$ cat src/rtl/spi_mcu_pkg.sv
`default_nettype none
// ============================================================================
// Package  : spi_mcu_pkg
// Brief    : Shared state encodings, framing constants and helpers for the
//            NDN<->MCU serial link (rx deframer and tx serialiser).
// Revision : 1.0 - initial release
// ============================================================================
package spi_mcu_pkg;

    // Receive-side FSM states
    typedef enum logic [2:0] {
        R_IDLE = 3'd0,
        R_HDR  = 3'd1,
        R_LEN  = 3'd2,
        R_PFX  = 3'd3,
        R_PAR  = 3'd4,
        R_END  = 3'd5
    } rx_state_t;

    // Transmit-side FSM states
    typedef enum logic [2:0] {
        T_IDLE  = 3'd0,
        T_START = 3'd1,
        T_HDR   = 3'd2,
        T_PFX   = 3'd3,
        T_DATA  = 3'd4,
        T_PAR   = 3'd5,
        T_END   = 3'd6,
        T_GAP   = 3'd7
    } tx_state_t;

    // Framing constants
    localparam logic PKT_INTEREST = 1'b1;
    localparam logic PKT_DATA     = 1'b0;
    localparam logic START_BIT    = 1'b0;
    localparam logic END_BIT      = 1'b0;
    localparam logic IDLE_LINE    = 1'b1;

    // Larger of two integers, used to size shared field counters
    function automatic int max2(input int a, input int b);
        return (a > b) ? a : b;
    endfunction

endpackage
`default_nettype wire

$ cat src/rtl/spi_mcu_tx_ser.sv
`default_nettype none
// ============================================================================
// Module   : spi_mcu_tx_ser
// Brief    : Transmit serialiser. Accepts one data packet over a valid/ready
//            handshake and shifts start, filler, type, prefix, payload,
//            optional parity, end and gap bits onto miso, MSB first.
// Options  : SPI_MCU_LINK_PARITY_EN - insert an even-parity bit over type,
//            prefix and payload ahead of the end bit.
// Revision : 1.0 - initial release
// ============================================================================
module spi_mcu_tx_ser
    import spi_mcu_pkg::*;
#(
    parameter int PREFIX_W   = 64,
    parameter int DATA_BYTES = 32
) (
    input  logic                    clk,
    input  logic                    rst,
    input  logic                    tx_valid,
    output logic                    tx_ready,
    input  logic [PREFIX_W-1:0]     tx_prefix,
    input  logic [DATA_BYTES*8-1:0] tx_data,
    output logic                    miso
);

    localparam int DATA_W = DATA_BYTES * 8;
    localparam int SR_W   = PREFIX_W + DATA_W;
    localparam int CNT_W  = $clog2(max2(max2(PREFIX_W, DATA_W), 2));

    localparam logic [CNT_W-1:0] CNT_ONE   = CNT_W'(1);
    localparam logic [CNT_W-1:0] PFX_LAST  = CNT_W'(PREFIX_W - 1);
    localparam logic [CNT_W-1:0] DATA_LAST = CNT_W'(DATA_W - 1);
    localparam logic             FILLER    = 1'b0;

    tx_state_t          r_state;
    logic [CNT_W-1:0]   r_cnt;
    // Prefix and payload sit back to back so one shifter covers both fields
    logic [SR_W-1:0]    r_sr;
`ifdef SPI_MCU_LINK_PARITY_EN
    logic               r_par;
`endif

    // Transmit FSM: miso is registered and always shows the bit of the current state
    always_ff @(posedge clk or negedge rst) begin
        if (!rst) begin
            r_state  <= T_IDLE;
            r_cnt    <= '0;
            r_sr     <= '0;
            miso     <= IDLE_LINE;
            tx_ready <= 1'b1;
`ifdef SPI_MCU_LINK_PARITY_EN
            r_par    <= 1'b0;
`endif
        end else begin
            case (r_state)
                T_IDLE: begin
                    miso <= IDLE_LINE;
                    if (tx_valid && tx_ready) begin
                        r_sr     <= {tx_prefix, tx_data};
`ifdef SPI_MCU_LINK_PARITY_EN
                        // Type bit is 0, so it adds nothing to the parity
                        r_par    <= ^{tx_prefix, tx_data};
`endif
                        tx_ready <= 1'b0;
                        miso     <= START_BIT;
                        r_state  <= T_START;
                    end
                end
                T_START: begin
                    miso    <= FILLER;
                    r_cnt   <= CNT_ONE;
                    r_state <= T_HDR;
                end
                T_HDR: begin
                    // cnt=1 while the filler is out, cnt=0 while the type is out
                    if (r_cnt != '0) begin
                        miso  <= PKT_DATA;
                        r_cnt <= r_cnt - CNT_ONE;
                    end else begin
                        miso    <= r_sr[SR_W-1];
                        r_sr    <= {r_sr[SR_W-2:0], 1'b0};
                        r_cnt   <= PFX_LAST;
                        r_state <= T_PFX;
                    end
                end
                T_PFX: begin
                    miso <= r_sr[SR_W-1];
                    r_sr <= {r_sr[SR_W-2:0], 1'b0};
                    if (r_cnt == '0) begin
                        r_cnt   <= DATA_LAST;
                        r_state <= T_DATA;
                    end else begin
                        r_cnt <= r_cnt - CNT_ONE;
                    end
                end
                T_DATA: begin
                    if (r_cnt == '0) begin
`ifdef SPI_MCU_LINK_PARITY_EN
                        miso    <= r_par;
                        r_state <= T_PAR;
`else
                        miso    <= END_BIT;
                        r_state <= T_END;
`endif
                    end else begin
                        miso  <= r_sr[SR_W-1];
                        r_sr  <= {r_sr[SR_W-2:0], 1'b0};
                        r_cnt <= r_cnt - CNT_ONE;
                    end
                end
                T_PAR: begin
                    miso    <= END_BIT;
                    r_state <= T_END;
                end
                T_END: begin
                    miso    <= IDLE_LINE;
                    r_state <= T_GAP;
                end
                T_GAP: begin
                    miso     <= IDLE_LINE;
                    tx_ready <= 1'b1;
                    r_state  <= T_IDLE;
                end
                default: begin
                    miso     <= IDLE_LINE;
                    tx_ready <= 1'b1;
                    r_state  <= T_IDLE;
                end
            endcase
        end
    end

endmodule
`default_nettype wire

$ cat src/rtl/spi_mcu_link.sv
`default_nettype none
// ============================================================================
// Module   : spi_mcu_link
// Brief    : NDN-side slave of the NDN<->MCU serial link. Deframes interest
//            packets from mosi into a held valid/ready output towards the PIT
//            and serialises PIT data packets onto miso. Framing, chip-select
//            abort, overrun and parity failures raise a one-cycle rx_err.
// Options  : SPI_MCU_LINK_PARITY_EN - even-parity bit in both directions.
// Revision : 1.0 - initial release
// ============================================================================
module spi_mcu_link
    import spi_mcu_pkg::*;
#(
    parameter int PREFIX_W   = 64,
    parameter int LEN_W      = 6,
    parameter int DATA_BYTES = 32
) (
    input  logic                    clk,
    input  logic                    rst,
    input  logic                    mosi,
    input  logic                    cs,
    output logic                    miso,
    output logic                    rx_valid,
    input  logic                    rx_ready,
    output logic [LEN_W-1:0]        rx_length,
    output logic [PREFIX_W-1:0]     rx_prefix,
    output logic                    rx_err,
    input  logic                    tx_valid,
    output logic                    tx_ready,
    input  logic [PREFIX_W-1:0]     tx_prefix,
    input  logic [DATA_BYTES*8-1:0] tx_data
);

    localparam int RX_CNT_W = $clog2(max2(max2(LEN_W, PREFIX_W), 2));

    localparam logic [RX_CNT_W-1:0] RX_CNT_ONE  = RX_CNT_W'(1);
    localparam logic [RX_CNT_W-1:0] RX_LEN_LAST = RX_CNT_W'(LEN_W - 1);
    localparam logic [RX_CNT_W-1:0] RX_PFX_LAST = RX_CNT_W'(PREFIX_W - 1);

    rx_state_t              r_rx_state;
    logic [RX_CNT_W-1:0]    r_rx_cnt;
    logic                   r_rx_type;
    logic [LEN_W-1:0]       r_rx_len;
    logic [PREFIX_W-1:0]    r_rx_pfx;
    logic                   w_rx_par_err;

`ifdef SPI_MCU_LINK_PARITY_EN
    // Running XOR of type, length, prefix and parity bit; even parity leaves 0
    logic                   r_rx_par;
    assign w_rx_par_err = r_rx_par;
`else
    assign w_rx_par_err = 1'b0;
`endif

    // Receive FSM: deframes mosi, holds the PIT-side outputs and pulses rx_err
    always_ff @(posedge clk or negedge rst) begin
        if (!rst) begin
            r_rx_state <= R_IDLE;
            r_rx_cnt   <= '0;
            r_rx_type  <= 1'b0;
            r_rx_len   <= '0;
            r_rx_pfx   <= '0;
            rx_valid   <= 1'b0;
            rx_length  <= '0;
            rx_prefix  <= '0;
            rx_err     <= 1'b0;
`ifdef SPI_MCU_LINK_PARITY_EN
            r_rx_par   <= 1'b0;
`endif
        end else begin
            rx_err <= 1'b0;
            if (rx_valid && rx_ready) begin
                rx_valid <= 1'b0;
            end
            if ((r_rx_state != R_IDLE) && cs) begin
                // Master dropped the frame: give up without touching held outputs
                r_rx_state <= R_IDLE;
                rx_err     <= 1'b1;
            end else begin
                case (r_rx_state)
                    R_IDLE: begin
                        if (!cs && (mosi == START_BIT)) begin
                            r_rx_cnt   <= RX_CNT_ONE;
                            r_rx_state <= R_HDR;
`ifdef SPI_MCU_LINK_PARITY_EN
                            r_rx_par   <= 1'b0;
`endif
                        end
                    end
                    R_HDR: begin
                        // First cycle is the don't-care filler, second is the type
                        if (r_rx_cnt != '0) begin
                            r_rx_cnt <= r_rx_cnt - RX_CNT_ONE;
                        end else begin
                            r_rx_type  <= mosi;
`ifdef SPI_MCU_LINK_PARITY_EN
                            r_rx_par   <= r_rx_par ^ mosi;
`endif
                            r_rx_cnt   <= RX_LEN_LAST;
                            r_rx_state <= R_LEN;
                        end
                    end
                    R_LEN: begin
                        r_rx_len <= {r_rx_len[LEN_W-2:0], mosi};
`ifdef SPI_MCU_LINK_PARITY_EN
                        r_rx_par <= r_rx_par ^ mosi;
`endif
                        if (r_rx_cnt == '0) begin
                            r_rx_cnt   <= RX_PFX_LAST;
                            r_rx_state <= R_PFX;
                        end else begin
                            r_rx_cnt <= r_rx_cnt - RX_CNT_ONE;
                        end
                    end
                    R_PFX: begin
                        r_rx_pfx <= {r_rx_pfx[PREFIX_W-2:0], mosi};
`ifdef SPI_MCU_LINK_PARITY_EN
                        r_rx_par <= r_rx_par ^ mosi;
`endif
                        if (r_rx_cnt == '0) begin
`ifdef SPI_MCU_LINK_PARITY_EN
                            r_rx_state <= R_PAR;
`else
                            r_rx_state <= R_END;
`endif
                        end else begin
                            r_rx_cnt <= r_rx_cnt - RX_CNT_ONE;
                        end
                    end
                    R_PAR: begin
`ifdef SPI_MCU_LINK_PARITY_EN
                        r_rx_par   <= r_rx_par ^ mosi;
`endif
                        r_rx_state <= R_END;
                    end
                    R_END: begin
                        r_rx_state <= R_IDLE;
                        if ((mosi != END_BIT) || w_rx_par_err) begin
                            rx_err <= 1'b1;
                        end else if (r_rx_type == PKT_INTEREST) begin
                            if (rx_valid) begin
                                // PIT still owns the previous interest: drop the new one
                                rx_err <= 1'b1;
                            end else begin
                                rx_valid  <= 1'b1;
                                rx_length <= r_rx_len;
                                rx_prefix <= r_rx_pfx;
                            end
                        end
                    end
                    default: begin
                        r_rx_state <= R_IDLE;
                    end
                endcase
            end
        end
    end

    spi_mcu_tx_ser #(
        .PREFIX_W   (PREFIX_W),
        .DATA_BYTES (DATA_BYTES)
    ) u_tx_ser (
        .clk       (clk),
        .rst       (rst),
        .tx_valid  (tx_valid),
        .tx_ready  (tx_ready),
        .tx_prefix (tx_prefix),
        .tx_data   (tx_data),
        .miso      (miso)
    );

endmodule
`default_nettype wire

$ cat config.mk
export PLATFORM = sky130hd
export DESIGN_NAME = spi_mcu_link
export DESIGN_NICKNAME = d
export VERILOG_FILES = /design/src/rtl/spi_mcu_pkg.sv /design/src/rtl/spi_mcu_tx_ser.sv /design/src/rtl/spi_mcu_link.sv
export SDC_FILE = /design/constraint.sdc
export NUM_CORES = 1
export LEC_CHECK = 0
export CORE_ASPECT_RATIO = 0.6
export CORE_UTILIZATION = 30
export DETAILED_ROUTE_END_ITERATION = 10
export DONT_BUFFER_PORTS = 1
export PLACE_DENSITY = 0.47
export SYNTH_ARGS = -nofsm -noshare
export SYNTH_HDL_FRONTEND = slang
export SYNTH_SLANG_ARGS = --single-unit
$ cat constraint.sdc
create_clock -name clk -period 6.7 [get_ports clk]
set_clock_uncertainty 0.1 [all_clocks]
set_input_delay 1.34 -clock clk [delete_from_list [all_inputs] [get_ports clk]]
set_output_delay 1.34 -clock clk [all_outputs]
set_load 0.02 [all_outputs]
======== Yosys cells after proc, flatten, opt, wreduce, memory -nomap -nowiden ========
Cells that the tools add are included.
cells by class
  add/subtract/negate cells ............... 2
  multiply operators ...................... 0
  divide/modulo/power cells ............... 0
  order comparisons ....................... 0
  equal/unequal tests ..................... 23
  shift-type cells ........................ 0
  mux-type cells .......................... 41
  bitwise operators ....................... 4
  reduce and logical (&&, ||, !) cells .... 28
operator list
  kind                 number
  $pmux 320 s4         1
  $mux 320             3
  $pmux 8 s4           1
  $mux 3               9
  $mux 6               4
  $mux 8               3
  $pmux 3 s8           1
  $pmux 6 s4           1
  $eq 3x3->1 const B   6
  $reduce_and 4->1     4
  $mux 1               15
  $pmux 3 s5           1
  $eq 3x2->1 const B   4
  $ne 3x3->1 const B   4
  $reduce_bool 4->1    3
  $logic_not 8->1      1
  $ne 2x2->1 const B   4
  $reduce_and 2->1     4
  $reduce_bool 8->1    1
  $sub 8x1->8 const B  1
  $eq 3x1->1 const B   2
  $logic_not 3->1      2
  $logic_not 6->1      1
  $ne 2x1->1 const B   3
  other kinds (12)     19
word-level totals
  bits in registers ....................... 485
  latch bits .............................. 0
  bits in writable memories ............... 0
  ROM bits ................................ 0
  bits of input ports ..................... 326
  output and inout port bits .............. 74
  logic and storage cells ................. 112
  memories ................................ 0

======== Depth between registers and ports, before layout ========
Gate-level depths: netlist (run 1).
  depth in word-level cells ............... 7
  gate-level depth with buffers ........... 10
  gate-level depth less buffers ........... 6

======== By module ========
From an unflattened synthesis (run 1), not the netlist that was laid out.
unflattened totals
  cell total of the unflattened synthesis .. 1541
  area, all modules ....................... 24217.0 um^2
modules (own cells, without submodules)
  module          times used  cells each  area an instance (um^2)  sequential area each (um^2)
  spi_mcu_tx_ser  1           1161        18232.5                  8335.5
  spi_mcu_link    1           380         5984.5                   3803.6

======== Worst setup path before layout (run 1) ========
Ideal clock, no wire load.
  kind .................................... input to register
  from .................................... in cs
  to ...................................... reg r_rx_pfx[0]
  library setup time ...................... 125 ps
  data arrival time ....................... 2794 ps
  required time ........................... 6475 ps
  path slack .............................. 3681 ps
  cell stages on the path ................. 6
  path buffers ............................ 3
  cell sequence ........................... clkbuf_1 > nor2_1 > and3_1 > clkbuf_1 > buf_2 > mux2_2
on the way
  longest elaborated chain between the ends .. 3
RTL lines
  what                               RTL line             source
  start, declared                    spi_mcu_link.sv:21   input logic cs,
  $logic_and 1x1->1                  spi_mcu_link.sv:75   if ((r_rx_state != R_IDLE) && cs) begin
  $not 1->1 (no source line)         -
  $reduce_and 2->1 (no source line)  -
  end signal, assigned               spi_mcu_link.sv:116  r_rx_pfx <= {r_rx_pfx[PREFIX_W-2:0], mosi};
  end, declared                      spi_mcu_link.sv:44   logic [PREFIX_W-1:0] r_rx_pfx;
No other way between the ends.
A chain may end at the register's enable or synchronous reset.

======== Final worst setup path (run 1) ========
  from .................................... reg u_tx_ser.r_state[2]
  to ...................................... reg u_tx_ser.r_sr[222]
on the way
  longest elaborated chain between the ends .. 3
  elaborated cells on any way between the ends .. 10
  classes of those cells .................. eq/ne: 6; mux: 1; reduce/logical: 3
RTL lines
  what                                                        RTL line              source
  start, declared                                             spi_mcu_tx_ser.sv:35  tx_state_t r_state;
  start signal, assigned                                      spi_mcu_tx_ser.sv:46  r_state <= T_IDLE;
  start signal, assigned                                      spi_mcu_tx_ser.sv:66  r_state <= T_START;
  start signal, assigned                                      spi_mcu_tx_ser.sv:72  r_state <= T_HDR;
  $eq 3x2->1 (tied with other cells)                          spi_mcu_tx_ser.sv:55  case (r_state)
  $reduce_bool 4->1 (no source line) (tied with other cells)  -
  $reduce_and 4->1 (no source line)                           -
  end signal, assigned                                        spi_mcu_tx_ser.sv:59  r_sr <= {tx_prefix, tx_data};
  end signal, assigned                                        spi_mcu_tx_ser.sv:81  r_sr <= {r_sr[SR_W-2:0], 1'b0};
  end signal, assigned                                        spi_mcu_tx_ser.sv:88  r_sr <= {r_sr[SR_W-2:0], 1'b0};
  end, declared                                               spi_mcu_tx_ser.sv:38  logic [SR_W-1:0] r_sr;
Several ways; a longest one is shown, not always the timed one.

==> reports/metrics.yaml, run 1 <==
switching_power_mw: 1.347
vias_per_cell: 4.613
clock_latency_ps: 610
tightest_slew_ps: 1304
port_buffers: 0
cts-root-buf: "clkbuf_16"
postSynthCellCount: 1553
drc: 0
yosys_register_bits: 485
power_frac_comb_pct: 2.4
postRouteAntennaNets: 0
period_share_pct: 51.70
cts_tree: "yes"
end_kind: "flip-flop"
cts_buffers: 51
cts_resized: 0
clk_pin_slew_ps: 60
yosysSeqAreaShare_pct: 50.30
synth_flop_cell: "dfrtp_1"
drive_gt1_share_pct: 56.89
avgSynthCellArea_um2: 15.54
gp_congestion: 0.7374
fin_tns_setup_ps: 0
drt_pass1_iterations: 6
grt_max_degree: 486
fp.dieW_um: 368.2
wire_per_inst_um: 19.93
max-cap-violations: 0
coreArea_um2: 79580
seqPwrFrac_pct: 49.6
cts_num_sinks: 485
hold_ws_ps: 333.3
grt_pass1_vias: 12891
synth_nets: 1882
cts_hold_buf: 0
finalNetCount: 1845
io_pins: 400
rsz0062_at_grt: "false"
finalHoldViolCount: 0
met1_usage_pct: 18.33
fin_area_um2: 26360
antenna_found_initial: 11
yosys.cell_types.count: 53
relSlewSlack_pct: 13.07
die_area_um2: 81620
totalWireLength_um: 52270
top_usage_layer: "met2"
syn_area_um2: 24130
use_met2_pct: 18.45
yosysWarningCount: 0
status: "completed"
fill_cells: 7728
path_max_fanout: 86
r2r_cells: 6
place_inst: 2529
required_ps: 7090
area_growth_pct: 9.228
cts_setup_buffers: 0
vias: 12099
arrival_ps: 3850
placed_area_um2: 24680
hpwl_um: 33630
setup_violations: 0
crit_type: "flip-flop to flip-flop"
power_switching_share_pct: 22.29
ir_worst_vdd_v: 0.0001673
async_reset_ff_share_pct: 100.0
p_leak_nw: 13.74
dieHeight_um: 221.7
period_minus_slack_ps: 3464
htree_levels: 2
clock_power_share_pct: 48.0
drt_iter0_markers: 668
synth-edff-count: 0
hp-class: "primary input to asynchronous set/reset pin"
grt-ovfl-total: 0
grt_pass1_wl_um: 81900
drv_slew: 0
p_int_mw: 4.696
final_cells: 2623
start_util_pct: 30.33
clk_path_buf_depth: 3
fmax_mhz: 288.7
power.density_cell_area_nw_per_um2: 229.2
rows: 80
crit_path_start_kind: "flip-flop"
track_usage_pct: 12.73
met3_usage_pct: 3.830
synthesized netlist by cell type (4+ instances only):
master / n / area share, %
a211oi_1: 5 / 0.16
a21oi_1: 19 / 0.39
a221oi_1: 5 / 0.18
a31oi_1: 5 / 0.13
buf_12: 33 / 2.7
buf_2: 19 / 0.39
clkbuf_1: 47 / 0.73
dfrtp_1: 483 / 50
inv_1: 15 / 0.23
mux2_2: 481 / 22
mux2_4: 300 / 19
nand2_1: 24 / 0.37
nand3_1: 13 / 0.27
nor2_1: 17 / 0.26
nor3_1: 6 / 0.12
nor3b_1: 5 / 0.16
o21ai_0: 16 / 0.33
o22ai_1: 4 / 0.10
o311ai_0: 4 / 0.15
power by group through the flow:
stage	Clock, mW	Combinational, mW	Sequential [mW]
3_3_place_gp	0	0.135	3.05
4_1_cts	3.05	0.142	3.00
2_1_floorplan	0	0.123	3.04
6_report	2.90	0.144	3.00
5_1_grt	3.15	0.161	3.00
3_5_place_dp	0	0.141	3.05
per-layer routing:
| layer | vias up | share of wire (%) |
|---|---|---|
| met5 | - | 0.13 |
| met4 | 10 | 1.7 |
| met3 | 78 | 5.9 |
| met2 | 230 | 44 |
| met1 | 6223 | 48 |
| li1 | 5558 | - |
placed cells by master, fill, tap and decap left out, types with 4 or more instances in the layout:
master,instances
a211oi_1,5
nand3_1,13
a221oi_1,5
nor3b_1,5
buf_4,9
clkbuf_8,6
clkbuf_1,16
o21ai_0,16
o22ai_1,4
diode_2,5
clkbuf_16,51
nand2_1,24
nor3_1,6
a21oi_1,19
mux2_2,481
o311ai_0,4
a31oi_1,5
buf_12,5
mux2_4,300
nor2_1,17
dfrtp_1,483
inv_1,15
bufinv_16,5
clkinv_2,6
sequential cells by signal, summed over array words and instances (netlist names):
name               flops
rx_err                 1
u_tx_ser.r_cnt         8
r_rx_state             3
rx_valid               1
rx_length              6
r_rx_pfx              64
u_tx_ser.r_sr        320
r_rx_type              1
r_rx_cnt               6
u_tx_ser.miso          1
rx_prefix             64
u_tx_ser.tx_ready      1
r_rx_len               6
u_tx_ser.r_state       3
metrics by stage:
stage	worst slack [ps]	power, mW	util [%]
floorplan	3681	3.158	-
global placement	3150	3.182	31.01
detailed placement	3146	3.192	31.01
CTS	3237	6.184	33.11
global route	3056	6.318	33.12
finish	3236	6.043	33.13
cells by family (layout without fill, tap and decap cells):
group | count (synthesis) | after routing | share of synthesized area (%)
AOI/OAI and AO/OA | 78 | 78 | 2.162
and+or+nand+nor | 84 | 84 | 1.898
muxes | 781 | 781 | 41.11
other | 0 | 5 | 0
xor gates and xnor gates | 2 | 2 | 0.07259
adders and majority gates | 4 | 4 | 0.1970
DFF | 485 | 485 | 50.30
buffers and inverters | 119 | 118 | 4.267
path summary, 6_finish.rpt:
check                                         start                  end  slack, ps
worst max-delay path            u_tx_ser.r_state[2]   u_tx_ser.r_sr[222]       3240
worst min-delay path                            rst        r_rx_state[0]        330
worst max register to register  u_tx_ser.r_state[2]   u_tx_ser.r_sr[222]       3240
worst min register to register   u_tx_ser.r_sr[318]   u_tx_ser.r_sr[318]        400
max in group asynchronous                       rst  u_tx_ser.r_state[2]       5120
min in group clk                 u_tx_ser.r_sr[318]   u_tx_ser.r_sr[318]        400
cell type report:
class / count / area (um2) / share of cell area [%]
inverters: 15 / 56.30 / 0.2136
clock inverters: 16 / 251.5 / 0.9540
well taps: 1066 / 1334 / 5.060
diodes: 5 / 12.51 / 0.04746
clock buffers: 73 / 1419 / 5.382
multi-input cells: 949 / 10980 / 41.66
flip-flops and latches: 485 / 12140 / 46.05
repair buffers: 14 / 167.7 / 0.6360
critical path: stages (launching register included):
cell and delay (ps):
dfrtp_1 350, buf_4 230, inv_1 460, a21o_4 710
buf_12 380, mux2_2 490, mux2_4 280
Power figures use the tool's default switching activity.
==> run 2, diff against run 1 <==
Settings changed: PLACE_DENSITY 0.47 to 0.48.
Clock period 6.7 ns to 3.1 ns, I/O delays scaled along.
==> run 2 against run 1 <==
- the run now ends with negative hold slack, max-slew violations left
- clock power is 120% higher
- core utilization increased by 0.56 points
- power up 120%
- critical path type unchanged
- critical endpoint is now u_tx_ser.r_sr[8]
==> reports/metrics.yaml, run 2 (synthesis gave the netlist of run 1 again) <==
period_share_pct: 93.96
finalNetCount: 1877
path_common_cell: "buf_12"
path_max_fanout: 46
worst_slack_ps: 187.1
port_buffers: 0
fill_cells: 7637
violations: "negative hold slack, max-slew violations"
r2r_cells: 8
hpwl_um: 35230
end_kind: "flip-flop"
clk_path_buf_depth: 3
drt_pass1_iterations: 4
period_minus_slack_ps: 2913
cts_tree: "yes"
required_ps: 3470
power_frac_comb_pct: 2.3
ir_worst_vdd_v: 0.0003507
gp_congestion: 0.7754
antenna_found_initial: 9
rsz0062_at_grt: "false"
dieHeight_um: 221.7
fmax_mhz: 343.3
regMostFlops: "u_tx_ser.r_sr"
multi_input_area_um2: 10980
die_area_um2: 81620
crit_path_start_kind: "flip-flop"
area_growth_pct: 11.08
grt_max_degree: 486
drive_gt1_share_pct: 58.19
total_power_mw: 13.15
htree_levels: 2
wire_per_inst_um: 20.00
vias_per_cell: 4.605
cts_hold_buf: 2
switching_power_mw: 2.919
rows: 80
drt_iter0_markers: 645
power.density_cell_area_nw_per_um2: 490.4
fin_tns_setup_ps: 0
fin_area_um2: 26810
status: "finished with violations"
crit_end: "u_tx_ser.r_sr[8]"
cp.depth: 8
top_regs: "u_tx_ser.r_sr (320), r_rx_pfx (64), rx_prefix (64)"
path_buf_inv: 3
final-seq-area_um2: 12140
grt_pass1_wl_um: 84190
crit_chain: "inv_1 > ha_1 > or3b_2 > nor2_8 > o211a_4 > buf_12 > buf_12 > mux2_2"
coreArea_um2: 79580
arrival_ps: 3290
max_stage_delay_ps: 540
vias: 12226
power_switching_share_pct: 22.20
largest_reg_flops: 320
drc: 0
clock_latency_ps: 600
cts_setup_buffers: 0
relSlewSlack_pct: -2.690
io_pins: 400
grt-ovfl-total: 0
crit_type: "flip-flop to flip-flop"
r2r-start: "u_tx_ser.r_cnt[0]"
crit_family: "simple AND/OR/NAND/NOR gates"
hp-class: "primary input to asynchronous set/reset pin"
reg2reg_to: "u_tx_ser.r_sr[8]"
placed_area_um2: 25050
p_leak_nw: 13.98
finalHoldViolCount: 483
layout_common_cells: "dfrtp_1 (483), mux2_2 (481), mux2_4 (300)"
pre_cts_ws_ps: 186.3
start_util_pct: 30.33
cp_slowest_cell: "or3b_2"
totalWireLength_um: 53090
final_common_cell: "dfrtp_1"
clock_power_share_pct: 48.4
cts_buffers: 51
tightest_slew_ps: 1540
cts_num_sinks: 485
clk_pin_slew_ps: 60
hold_ws_ps: -369.2
p_int_mw: 10.23
grt_pass1_vias: 13228
fp.dieW_um: 368.2
track_usage_pct: 13.02
cts-root-buf: "clkbuf_16"
setup_violations: 0
r2r_slack_ps: 190
drv_slew: 48
worstSetupStartpoint: "u_tx_ser.r_cnt[0]"
seqPwrFrac_pct: 49.3
postRouteAntennaNets: 0
cts_resized: 0
max-cap-violations: 0
run 2: changes by cell type in the layout (fill, tap and decap cells not counted), sizes merged:
cell and change:
buf +30, clkinv +4, clkinvlp +2, bufinv -1, dlygate4sd3 +2, clkbuf -1
diode -4
run 2: power groups by stage:
stage,registers [mW],logic (mW),clock network (mW)
4_1_cts,6.47,0.304,6.66
5_1_grt,6.48,0.346,6.92
3_5_place_dp,6.59,0.302,0
6_report,6.48,0.304,6.37
3_3_place_gp,6.59,0.293,0
2_1_floorplan,6.56,0.266,0
run 2: cell type report:
type	count	share of cell area [%]
clock buffers	72	5.544
inverters	15	0.2100
repair buffers	46	2.100
multi-input cells	949	40.96
flip-flops and latches	485	45.28
clock inverters	21	0.9194
diodes	1	0.009334
well taps	1066	4.975
run 2: worst min-delay path by stage:
stage | from | endpoint | slack, ps | depth (start not counted)
detailed placement | rst | r_rx_pfx[1] | 240 | 0
floorplan | rst | r_rx_cnt[0] | 220 | 0
CTS | rst | r_rx_pfx[1] | -430 | 0
finish | rst | rx_length[0] | -370 | 0
global route | rst | rx_err | -430 | 0
global placement | rst | rx_err | 240 | 0
run 2: through the flow:
| step | util (%) | hold slack [ps] | instances |
|---|---|---|---|
| after floorplan | - | 224.4 | 1553 |
| after global placement | 31.48 | 239.5 | 2559 |
| after detailed placement | 31.48 | 236.1 | 2559 |
| after CTS | 33.69 | -434.5 | 2654 |
| after global routing | 33.69 | -426.0 | 2655 |
| final | 33.69 | -369.2 | 2655 |
run 2: worst register-to-register path, stage by stage (launching register included):
cell     delay [ps]
dfrtp_1         450
inv_1           120
ha_1            240
or3b_2          540
nor2_8          170
o211a_4         250
buf_12          190
buf_12          330
mux2_2          400
run 2: per-layer routing:
metal | global-route usage, % | wire length, um
met2 | 19.18 | 23480
met5 | 0 | 73
met4 | 2.998 | 859
met1 | 18.64 | 25390
met3 | 3.886 | 3293
==> run 3, diff against run 2 <==
Settings changed: ABC_AREA set to 1, PLACE_DENSITY 0.48 to 0.47.
Clock period 3.1 ns to 3.45 ns, I/O delays scaled along.
==> run 3 against run 2 <==
- the flow still finishes with violations (negative hold slack, max-slew violations)
- die area fell by 6.1%
- non-clock buffer count shrank 18
- worst hold slack gained 66 ps
- flip-flop and latch count is the same
- clock power fell by 14%
- via count grew 44%
- final cell count increased by 54%
- critical path depth is 2 higher
- setup slack gained 750 ps
- register-to-register slack gained 750 ps
- global-route usage up 2.4 points
- core utilization up 0.10 points
==> reports/metrics.yaml, run 3 <==
postRouteAntennaNets: 0
clk_path_buf_depth: 3
wire_per_inst_um: 14.57
synth_commonest_cells: "nand2_1 (2,149), dfrtp_1 (483), o21ai_0 (161)"
top_regs: "u_tx_ser.r_sr (320), r_rx_pfx (64), rx_prefix (64)"
cts_num_sinks: 485
relSlewSlack_pct: -54.82
grt_pass1_vias: 16577
period_minus_slack_ps: 2516
die_area_um2: 76650
cts_buffers: 50
avgSynthCellArea_um2: 7.196
end_kind: "flip-flop"
synth-edff-count: 0
yosysWarningCount: 0
worst_slack_ps: 933.7
path_max_fanout: 109
yosysMostFrequentCell: "nand2_1"
totalWireLength_um: 59490
r2r_cells: 10
drt_pass1_iterations: 5
crit_type: "flip-flop to flip-flop"
rows: 77
required_ps: 3830
drt_iter0_markers: 1462
drv_slew: 226
pre_cts_ws_ps: 985.2
vias: 17610
crit_chain: "inv_1 > ha_1 > nand2_1 > nor2_1 > nand2_1 > nand2_1 > nand4_1 > buf_12 > nand2_1 > nand2_1"
regMostFlops: "u_tx_ser.r_sr"
violations: "negative hold slack, max-slew violations"
grt_pass1_wl_um: 95520
hp-class: "primary input to asynchronous set/reset pin"
largest_reg_flops: 320
htree_levels: 2
max_stage_delay_ps: 410
clk_pin_slew_ps: 60
setup_violations: 0
rsz0062_at_grt: "false"
hold_ws_ps: -303.6
fmax_mhz: 397.4
r2r_slack_ps: 930
coreArea_um2: 74180
clock_latency_ps: 600
vias_per_cell: 4.312
synth_nets: 3477
tightest_slew_ps: 2322
fp.dieW_um: 356.8
syn_area_um2: 22650
reg2reg_to: "u_tx_ser.r_sr[31]"
cts_tree: "yes"
drc: 0
hpwl_um: 36190
status: "finished with violations"
cts_resized: 0
grt_max_degree: 486
yosysTopAreaCell: "dfrtp_1"
final_common_cell: "nand2_1"
arrival_ps: 2900
gp_congestion: 0.7633
p_leak_nw: 13.73
power.density_cell_area_nw_per_um2: 1122
io_pins: 400
synth_area_leaders: "dfrtp_1 (53%), nand2_1 (36%), o21ai_0 (3.6%), buf_2 (2.8%), inv_1 (1.7%)"
synth_top_area_share_pct: 53.35
grt-ovfl-total: 0
period_share_pct: 72.94
fin_area_um2: 25070
placed_area_um2: 23450
track_usage_pct: 15.39
drive_gt1_share_pct: 3.780
cts-root-buf: "clkbuf_16"
fin_tns_setup_ps: 0
dieHeight_um: 214.9
r2r-start: "u_tx_ser.r_cnt[0]"
port_buffers: 0
async_reset_ff_share_pct: 100.0
synth_flop_cell: "dfrtp_1"
cp_slowest_cell: "nand4_1"
antenna_found_initial: 7
start_util_pct: 30.54
layout_common_cells: "nand2_1 (2,147), dfrtp_1 (483), o21ai_0 (161)"
max-cap-violations: 0
yosys.cell_types.count: 23
postSynthCellCount: 3148
ir_worst_vdd_v: 0.001055
crit_path_start_kind: "flip-flop"
finalHoldViolCount: 241
cts_setup_buffers: 0
yosysSeqAreaShare_pct: 53.58
yosys_register_bits: 485
path_common_cell: "nand2_1"
final_util_pct: 33.79
finalNetCount: 3387
area_growth_pct: 10.66
## run 3: report_power, final
part,leakage [nW],total [mW],switching [mW],internal [mW]
Clock,0.790,5.50,2.39,3.11
Combinational,6.81,12.7,8.83,3.92
Sequential,6.13,9.88,1.75,8.13
## run 3: worst max-delay path: cells and delay by family (launching register included)
kind / cells / cell delay (ps)
DFF: 1 / 400
buffers and inverters: 2 / 480
adders and majority gates: 1 / 180
and+or+nand+nor: 7 / 1050
## run 3: worst max path at each step
stage,startpoint,end,slack [ps],cells after the start
final,u_tx_ser.r_cnt[0],u_tx_ser.r_sr[31],930,10
after global routing,u_tx_ser.r_cnt[0],u_tx_ser.r_sr[46],740,10
after floorplan,mosi,rx_prefix[10],1590,6
after CTS,u_tx_ser.r_cnt[0],u_tx_ser.r_sr[292],990,10
after global placement,mosi,rx_length[5],1040,5
after detailed placement,mosi,rx_prefix[7],990,5
## run 3: area by class of cell
type,count,area (um2)
Clock buffer,73,1438
Fill cell,7960,49110
Clock inverter,16,181.4
Sequential cell,485,12140
Multi-Input combinational cell,2386,9303
Timing Repair Buffer,28,360.3
Antenna cell,2,5.005
Inverter,107,409.1
Tap cell,987,1235
## run 3: kinds of logic (layout without fill, tap and decap cells)
family,Yosys count,after routing,synth area share (%)
and+or+nand+nor,2208,2208,36.81
DFF,485,485,53.58
buffers and inverters,277,224,5.462
AOI/OAI and AO/OA,173,173,3.899
adders and majority gates,3,3,0.1657
xor gates and xnor gates,2,2,0.07734
other,0,2,0
## run 3: layer usage
| metal | GRT usage, % | vias up | share of wire (%) |
|---|---|---|---|
| met3 | 4.042 | 72 | 5.9 |
| li1 | - | 9329 | - |
| met1 | 23.17 | 7918 | 51 |
| met5 | 0 | - | 0.092 |
| met2 | 21.74 | 283 | 41 |
| met4 | 3.490 | 8 | 1.7 |
## run 3: through the flow
step                instances  power (mW)
global route             4082       31.11
CTS                      4082       28.77
detailed placement       3993       23.04
global placement         3993       23.05
floorplan                3148       19.78
finish                   4084       28.12
